[src/rtl/serial_pkg.sv]
// serial_pkg
//   Shared constants for the serial bit source: FSM state encodings,
//   default word width and the level x rests at between words.
package serial_pkg;

  localparam logic [0:0] ST_IDLE       = 1'b0;
  localparam logic [0:0] ST_SHIFT      = 1'b1;

  localparam int         SER_WIDTH_DEF = 16;
  localparam logic       SER_IDLE_LVL  = 1'b1;

endpackage

[src/rtl/serial_bit_cnt.sv]
// serial_bit_cnt
//   Bit-position counter for the serializer. Counts up from 0 while enabled
//   and flags the last bit of a word through tc.
//   Ports:
//     clk    rising-edge clock
//     reset  synchronous active-high reset (cnt -> 0)
//     clr    synchronous clear, higher priority than en
//     en     count enable
//     tc     terminal count, high while cnt == WIDTH-1
module serial_bit_cnt
  import serial_pkg::*;
#(
  parameter int WIDTH = SER_WIDTH_DEF,
  parameter int CNT_W = $clog2(WIDTH)
) (
  input  logic clk,
  input  logic reset,
  input  logic clr,
  input  logic en,
  output logic tc
);

  localparam logic [CNT_W-1:0] TC_VAL = CNT_W'(WIDTH - 1);

  logic [CNT_W-1:0] r_cnt;

  always_ff @(posedge clk) begin
    if (reset || clr) begin
      r_cnt <= '0;
    end else if (en) begin
      r_cnt <= r_cnt + CNT_W'(1);
    end
  end

  assign tc = (r_cnt == TC_VAL);

endmodule

[src/rtl/serial_bit_source.sv]
// serial_bit_source
//   Parallel-in / serial-out stage feeding the serial sequence detector.
//   A word is accepted on load while ready, then presented one bit per
//   clock on x, starting the cycle after the accepting edge. x rests high
//   between words so the detector stays in its initial state.
//   Ports:
//     clk      rising-edge clock
//     reset    synchronous active-high reset
//     load     accept request, honoured only while ready
//     din      parallel word, sampled on the accepting edge
//     ready    a word can be accepted this cycle
//     x        serial bit (registered)
//     x_valid  x carries a word bit (registered)
//     done     pulse coincident with the last bit of a word
//   Build option: define SERIAL_MSB_FIRST_EN to send din[WIDTH-1] first;
//   default is LSB first. Timing is identical in both builds.
//
//   state    | meaning
//   ST_IDLE  | no word in flight, x at idle level, ready
//   ST_SHIFT | presenting word bits; ready only on the last bit
module serial_bit_source
  import serial_pkg::*;
#(
  parameter int WIDTH = SER_WIDTH_DEF
) (
  input  logic             clk,
  input  logic             reset,
  input  logic             load,
  input  logic [WIDTH-1:0] din,
  output logic             ready,
  output logic             x,
  output logic             x_valid,
  output logic             done
);

  localparam int CNT_W = $clog2(WIDTH);

  logic [0:0]       r_state;
  logic [WIDTH-1:0] r_shreg;
  logic             r_x;
  logic             r_x_valid;

  logic             w_tc;
  logic             w_shift;
  logic             w_ready;
  logic             w_accept;
  logic             w_cnt_clr;
  logic             w_cnt_en;

  assign w_shift   = (r_state == ST_SHIFT);
  // tc cannot be high in IDLE (cnt rests at 0 and WIDTH >= 2), so it alone
  // marks the last-bit cycle.
  assign w_ready   = !w_shift || w_tc;
  assign w_accept  = load && w_ready;
  // Clearing on tc covers both the back-to-back reload and the return to IDLE.
  assign w_cnt_clr = w_accept || w_tc;
  assign w_cnt_en  = w_shift && !w_tc;

  serial_bit_cnt #(
    .WIDTH (WIDTH),
    .CNT_W (CNT_W)
  ) u_cnt (
    .clk   (clk),
    .reset (reset),
    .clr   (w_cnt_clr),
    .en    (w_cnt_en),
    .tc    (w_tc)
  );

  // x is loaded with the first bit directly; the shift register holds the
  // remaining bits, already advanced by one position.
  always_ff @(posedge clk) begin
    if (reset) begin
      r_state   <= ST_IDLE;
      r_shreg   <= '0;
      r_x       <= SER_IDLE_LVL;
      r_x_valid <= 1'b0;
    end else if (w_accept) begin
      r_state   <= ST_SHIFT;
      r_x_valid <= 1'b1;
`ifdef SERIAL_MSB_FIRST_EN
      r_x       <= din[WIDTH-1];
      r_shreg   <= din << 1;
`else
      r_x       <= din[0];
      r_shreg   <= din >> 1;
`endif
    end else if (w_shift) begin
      if (w_tc) begin
        r_state   <= ST_IDLE;
        r_x       <= SER_IDLE_LVL;
        r_x_valid <= 1'b0;
      end else begin
`ifdef SERIAL_MSB_FIRST_EN
        r_x     <= r_shreg[WIDTH-1];
        r_shreg <= r_shreg << 1;
`else
        r_x     <= r_shreg[0];
        r_shreg <= r_shreg >> 1;
`endif
      end
    end
  end

  assign ready   = w_ready;
  assign x       = r_x;
  assign x_valid = r_x_valid;
  assign done    = w_shift && w_tc;

endmodule

[config.mk]
export PLATFORM = sky130hd
export DESIGN_NAME = serial_bit_source
export DESIGN_NICKNAME = d
export VERILOG_FILES = /design/src/rtl/serial_pkg.sv /design/src/rtl/serial_bit_cnt.sv /design/src/rtl/serial_bit_source.sv
export SDC_FILE = /design/constraint.sdc
export NUM_CORES = 1
export LEC_CHECK = 0
export BUFFER_PORTS_ARGS = -buffer_cell sky130_fd_sc_hd__clkbuf_2
export CAP_MARGIN = 20
export CORE_MARGIN = 2
export CORE_UTILIZATION = 53
export DETAILED_ROUTE_END_ITERATION = 8
export GPL_ROUTABILITY_DRIVEN = 0
export PLACE_DENSITY = 0.78
export SKIP_CTS_REPAIR_TIMING = 1
export SLEW_MARGIN = 25
export SYNTH_ARGS = -nofsm -noshare
export SYNTH_HDL_FRONTEND = slang
export SYNTH_SLANG_ARGS = --single-unit
export TNS_END_PERCENT = 1
[constraint.sdc]
create_clock -name clk -period 3.7 [get_ports clk]
set_input_delay 0.37 -clock clk [delete_from_list [all_inputs] [get_ports clk]]
set_output_delay 0.37 -clock clk [all_outputs]
set_load 0.1 [all_outputs]
# After elaboration in Yosys (flattened, before gate mapping)
# Index checks and enable logic that the tools add are counted.
[word_totals] in_bits=19 regBits=22 out_inout_bits=4
[op_classes] n_eq_ne=2 add_sub_neg=1 muxes=12 n_reduce_logical=12
[op_table] cell="2-to-1 mux 15 bit" n=3
[op_table] cell="2-to-1 mux 1 bit" n=9
[op_table] cell="adder 4 x 1 -> 4 bit, second input constant" n=1
[op_table] cell="== test 4 bit, second input constant" n=1
[op_table] cell="AND reduction 2 bit" n=2
[op_table] cell="nonzero test 2 bit" n=2
[op_table] cell="logical AND 1 bit" n=3
[op_table] cell="logical OR 1 bit" n=3
[op_table] cell="logical NOT 1 bit" n=2
[op_table] cell="inequality test 2 x 1 -> 1 bit, second input constant" n=1

# Logic depth before layout (Yosys ltp)
[depth] depth_word=5 ltp_mapped=5 mapped_depth_nobuf=4

# Cells and area by module
# Synthesis repeated with hierarchy kept, for this count alone.
[unflattened] cells_unflattened=116 hier_area_um2=1097.3
[modules_own_cells] module="serial_bit_source" cells_per_inst=98 seq_area_each_um2=360.3 area_each_um2=903.4 instances=1
[modules_own_cells] module="serial_bit_cnt" cells_per_inst=18 seq_area_each_um2=80.1 area_each_um2=193.9 instances=1

# Worst setup path after synthesis
# Ideal clock, no wire load.
[synth_path] path_type="flip-flop to output port" startpoint="register u_cnt.r_cnt[0]" endpoint="output done" arrival_ns=2.024 setup_slack_ns=1.306 stages_incl_launch_ff=4 path_cell_list="dfxtp_1 > ha_1 > nand3_1 > nor2_1"
[synth_between] elab_chain_len=2
[synth_rtl] element="from (decl)" line_no="serial_bit_cnt.sv:25" rtl="logic [CNT_W-1:0] r_cnt;"
[synth_rtl] element="from (signal assigned)" line_no="serial_bit_cnt.sv:31" rtl="r_cnt <= r_cnt + CNT_W'(1);"
[synth_rtl] element="== test 4 bit" line_no="serial_bit_cnt.sv:35" rtl="assign tc = (r_cnt == TC_VAL);"
[synth_rtl] element="logical AND 1 bit" line_no="serial_bit_source.sv:108" rtl="assign done = w_shift && w_tc;"
[synth_rtl] element="to (decl)" line_no="serial_bit_source.sv:33" rtl="output logic done"
# No other way between the ends.

# Worst setup path after layout
[layout_path] startpoint="register u_cnt.r_cnt[0]" endpoint="output ready"
[layout_between] elab_chain_len=2
[layout_rtl] element="== test 4 bit" line_no="serial_bit_cnt.sv:35"
[layout_rtl] element="logical OR 1 bit" line_no="serial_bit_source.sv:53" rtl="assign w_ready = !w_shift || w_tc;"
[layout_rtl] element="to (decl)" line_no="serial_bit_source.sv:30" rtl="output logic ready,"
# No other way between the ends.

==> summary.md <==
| Metric | Value |
|---|---|
| GR Util All Layers | 19.0% |
| Final Hold Vio Count | 0 |
| Register area | 440 um2 |
| TritonCTS Sinks | 22 |
| DRC | 0 |
| Initial Utilization | 57.9% |
| Initial antenna violation count | 0 |
| Area growth, synth to finish | 10.2% |
| Syn Nets | 125 |
| Min-delay src | din[3] |
| Mapped Cells | 105 |
| CP endpoint kind | output pin |
| Global-route wire length before repair | 3110 um |
| Fin crit share | 62.0% |
| Final setup viols | 0 |
| DR iter-0 viols | 17 |
| Worst hold path type | in -> reg |
| Routed len/inst | 13.3 um |
| Total CTS buffers | 3 |
| Vias | 860 |
| Fin crit period | 2.29 ns |
| Core Box Area | 1780 um2 |
| Die H | 48.1 um |
| Total Power | 0.000479 W |
| Pwr per Cell Area | 422 nW/um2 |
| Routed WL | 1960 um |
| RSZ-0062 raised after global routing | no |
| CTS H-tree depth | 1 |
| Multi-input logic area | 508 um2 |
| Crit Path Max Fanout | 16 |
| Die ar. | 2320 um2 |
| CP required | 3.33 ns |
| # diodes | 0 |
| Drt pass-1 iters | 4 |
| Max Cap Violations | 0 |
| TNS Setup | 0 ns |
| GR Overflow Total | 0 |
| Critical path arrival | 1.92 ns |
| DP HPWL | 1290 um |
| Crit. Startpoint | u_cnt.r_cnt[0] |
| Final hold slack | 0.390 ns |
| Max Freq | 436 MHz |
| Root Driver | clkbuf_4 |
| Number of global-route vias before repair | 711 |
| Post-layout util | 63.8% |
| CTS tree | yes |
| Slew at the pin closest to its max-slew limit | 0.582 ns |
| Max incr delay on CP | 0.52 ns |
| Status | complete, no violations |
| Via/cell ratio | 5.85 |
| Distinct cells, synth | 27 |
| Synthesized flop and latch total | 22 |
| Ys Warns | 0 |
| Slew Limit Fails | 0 |
| Highest ir drop seen on vdd | 0.000231 V |
| Post-synthesis sequential area ratio | 42.7% |
| Max Root-Sink Buffers | 2 |
| Num rows | 15 |
| Clock skew | 0.00120 ns |
| FILL cells | 160 |
| Clock Pin Slew Worst Setup and Hold Paths | 0.12 ns |
| Largest net degree at the start of global routing | 25 |
| Port bufs | 22 |
| Critical Path, Cell by Cell | ha_1 -> nand3_1 -> nand2_2 -> clkbuf_2 |
| Clk_lat worst skew | 0.30 ns |
| LEAKAGE | 0.477 nW |
| Mean Syn Cell Area | 9.83 um2 |
| Critical path type | reg -> out |
| R2r startpoint | u_cnt.r_cnt[0] |
| Crit start category | flop |
| Final ANT Viol Nets | 0 |
| Share of cells above drive strength 1 | 24.6% |
| Critical Path Slowest Stage Cell | clkbuf_2 |
| I/O Pins | 23 |
| Slew headroom | 61.2% |
| Cell Area, Synth | 1030 um2 |
| Nets | 143 |
| Horiz. Die Dim | 48.1 um |
[placed cells by master (no fill, tap or decap)]
| cell type | n |
|---|---|
| inv_2 | 1 |
| xor2_1 | 1 |
| inv_1 | 2 |
| o21ai_0 | 3 |
| nand3_1 | 3 |
| o21ai_1 | 1 |
| a211oi_1 | 15 |
| ha_1 | 1 |
| or3_1 | 2 |
| a31oi_1 | 1 |
| nor2_1 | 2 |
| nor3_1 | 15 |
| o31ai_1 | 2 |
| clkbuf_4 | 3 |
| dfxtp_1 | 22 |
| nand2_2 | 1 |
| and3_4 | 1 |
| nand2_1 | 1 |
| mux2i_1 | 15 |
| a21o_1 | 1 |
| clkbuf_2 | 22 |
| a211o_1 | 1 |
| a21oi_1 | 4 |
| clkbuf_8 | 1 |
| a221oi_2 | 1 |
[routing by layer]
layer / vias up / track usage, % / part of all wire [%]
met5: - / 0 / 0
met2: 22 / 28.5 / 44
met1: 405 / 27.5 / 51
met3: 2 / 3.33 / 4.5
met4: 0 / 6.49 / 0.72
li1: 431 / - / -
[path summary, 6_finish.rpt]
check | endpoint | slack (ns) | cells past startpoint
setup / recovery | ready | 1.41 | 4
hold / removal | r_shreg[2] | 0.39 | 3
setup reg to reg | r_shreg[11] | 2.24 | 4
hold reg to reg | x_valid | 0.48 | 2
[logic make-up (layout without fill, tap and decap cells)]
kind of cell	after synthesis	after routing	synth area share (%)
XOR/XNOR	1	1	0.849
flip-flops	22	22	42.7
AO/OA/AOI/OAI	29	29	19.9
multiplexers	15	15	14.5
buffers and inverters	12	29	8.12
AND/OR/NAND/NOR	25	25	12.7
adder cells (fa/ha/maj)	1	1	1.21
[report_power, final]
| part | switching (W) | leakage, nW | total [W] | internal (W) |
|---|---|---|---|---|
| combinational | 0.0000533 | 0.274 | 0.0000851 | 0.0000318 |
| sequential | 0.0000104 | 0.182 | 0.000265 | 0.000254 |
| clock | 0.0000697 | 0.0210 | 0.000130 | 0.0000599 |
[worst max-delay path: cells and delay by family, from the launching register on]
| kind | cells | cell delay (ns) |
|---|---|---|
| adder cells (fa/ha/maj) | 1 | 0.20 |
| flip-flops | 1 | 0.38 |
| buffers and inverters | 1 | 0.52 |
| AND/OR/NAND/NOR | 2 | 0.52 |
[cell usage after synthesis, drive strengths merged]
library cell	count	area, um2
dfxtp	22	440
a211oi	15	113
mux2i	15	150
nor3	15	75.1
buf	6	51.3
a21oi	4	20.0
o21ai	4	20.0
clkbuf	3	21.3
inv	3	11.3
nand3	3	15.0
nand2	2	10.0
nor2	2	7.51
o31ai	2	15.0
or3	2	12.5
a211o	1	8.76
a21o	1	7.51
a221oi	1	15.0
a31oi	1	6.26
and3	1	11.3
ha	1	12.5
xor2	1	8.76
[sequential cells by signal, indices dropped and copies added (netlist names)]
register and cells:
x 1, r_shreg 15, r_state 1, x_valid 1
u_cnt.r_cnt 4
[metrics by stage]
step | setup slack, ns | area, um2 | instances
floorplan | 1.31 | 1030 | 105
global placement | 1.81 | 1100 | 143
detailed placement | 1.77 | 1100 | 143
CTS | 1.40 | 1140 | 147
global route | 1.29 | 1140 | 147
finish | 1.41 | 1140 | 147
[final cells by class]
cell class / instances / share of cell area (%)
flip-flops and latches: 22 / 38.7
repair buffers: 22 / 9.68
clock buffers: 4 / 3.19
well taps: 25 / 2.75
inverters: 3 / 0.990
multi-input cells: 71 / 44.7
(Power assumes the default switching activity.)
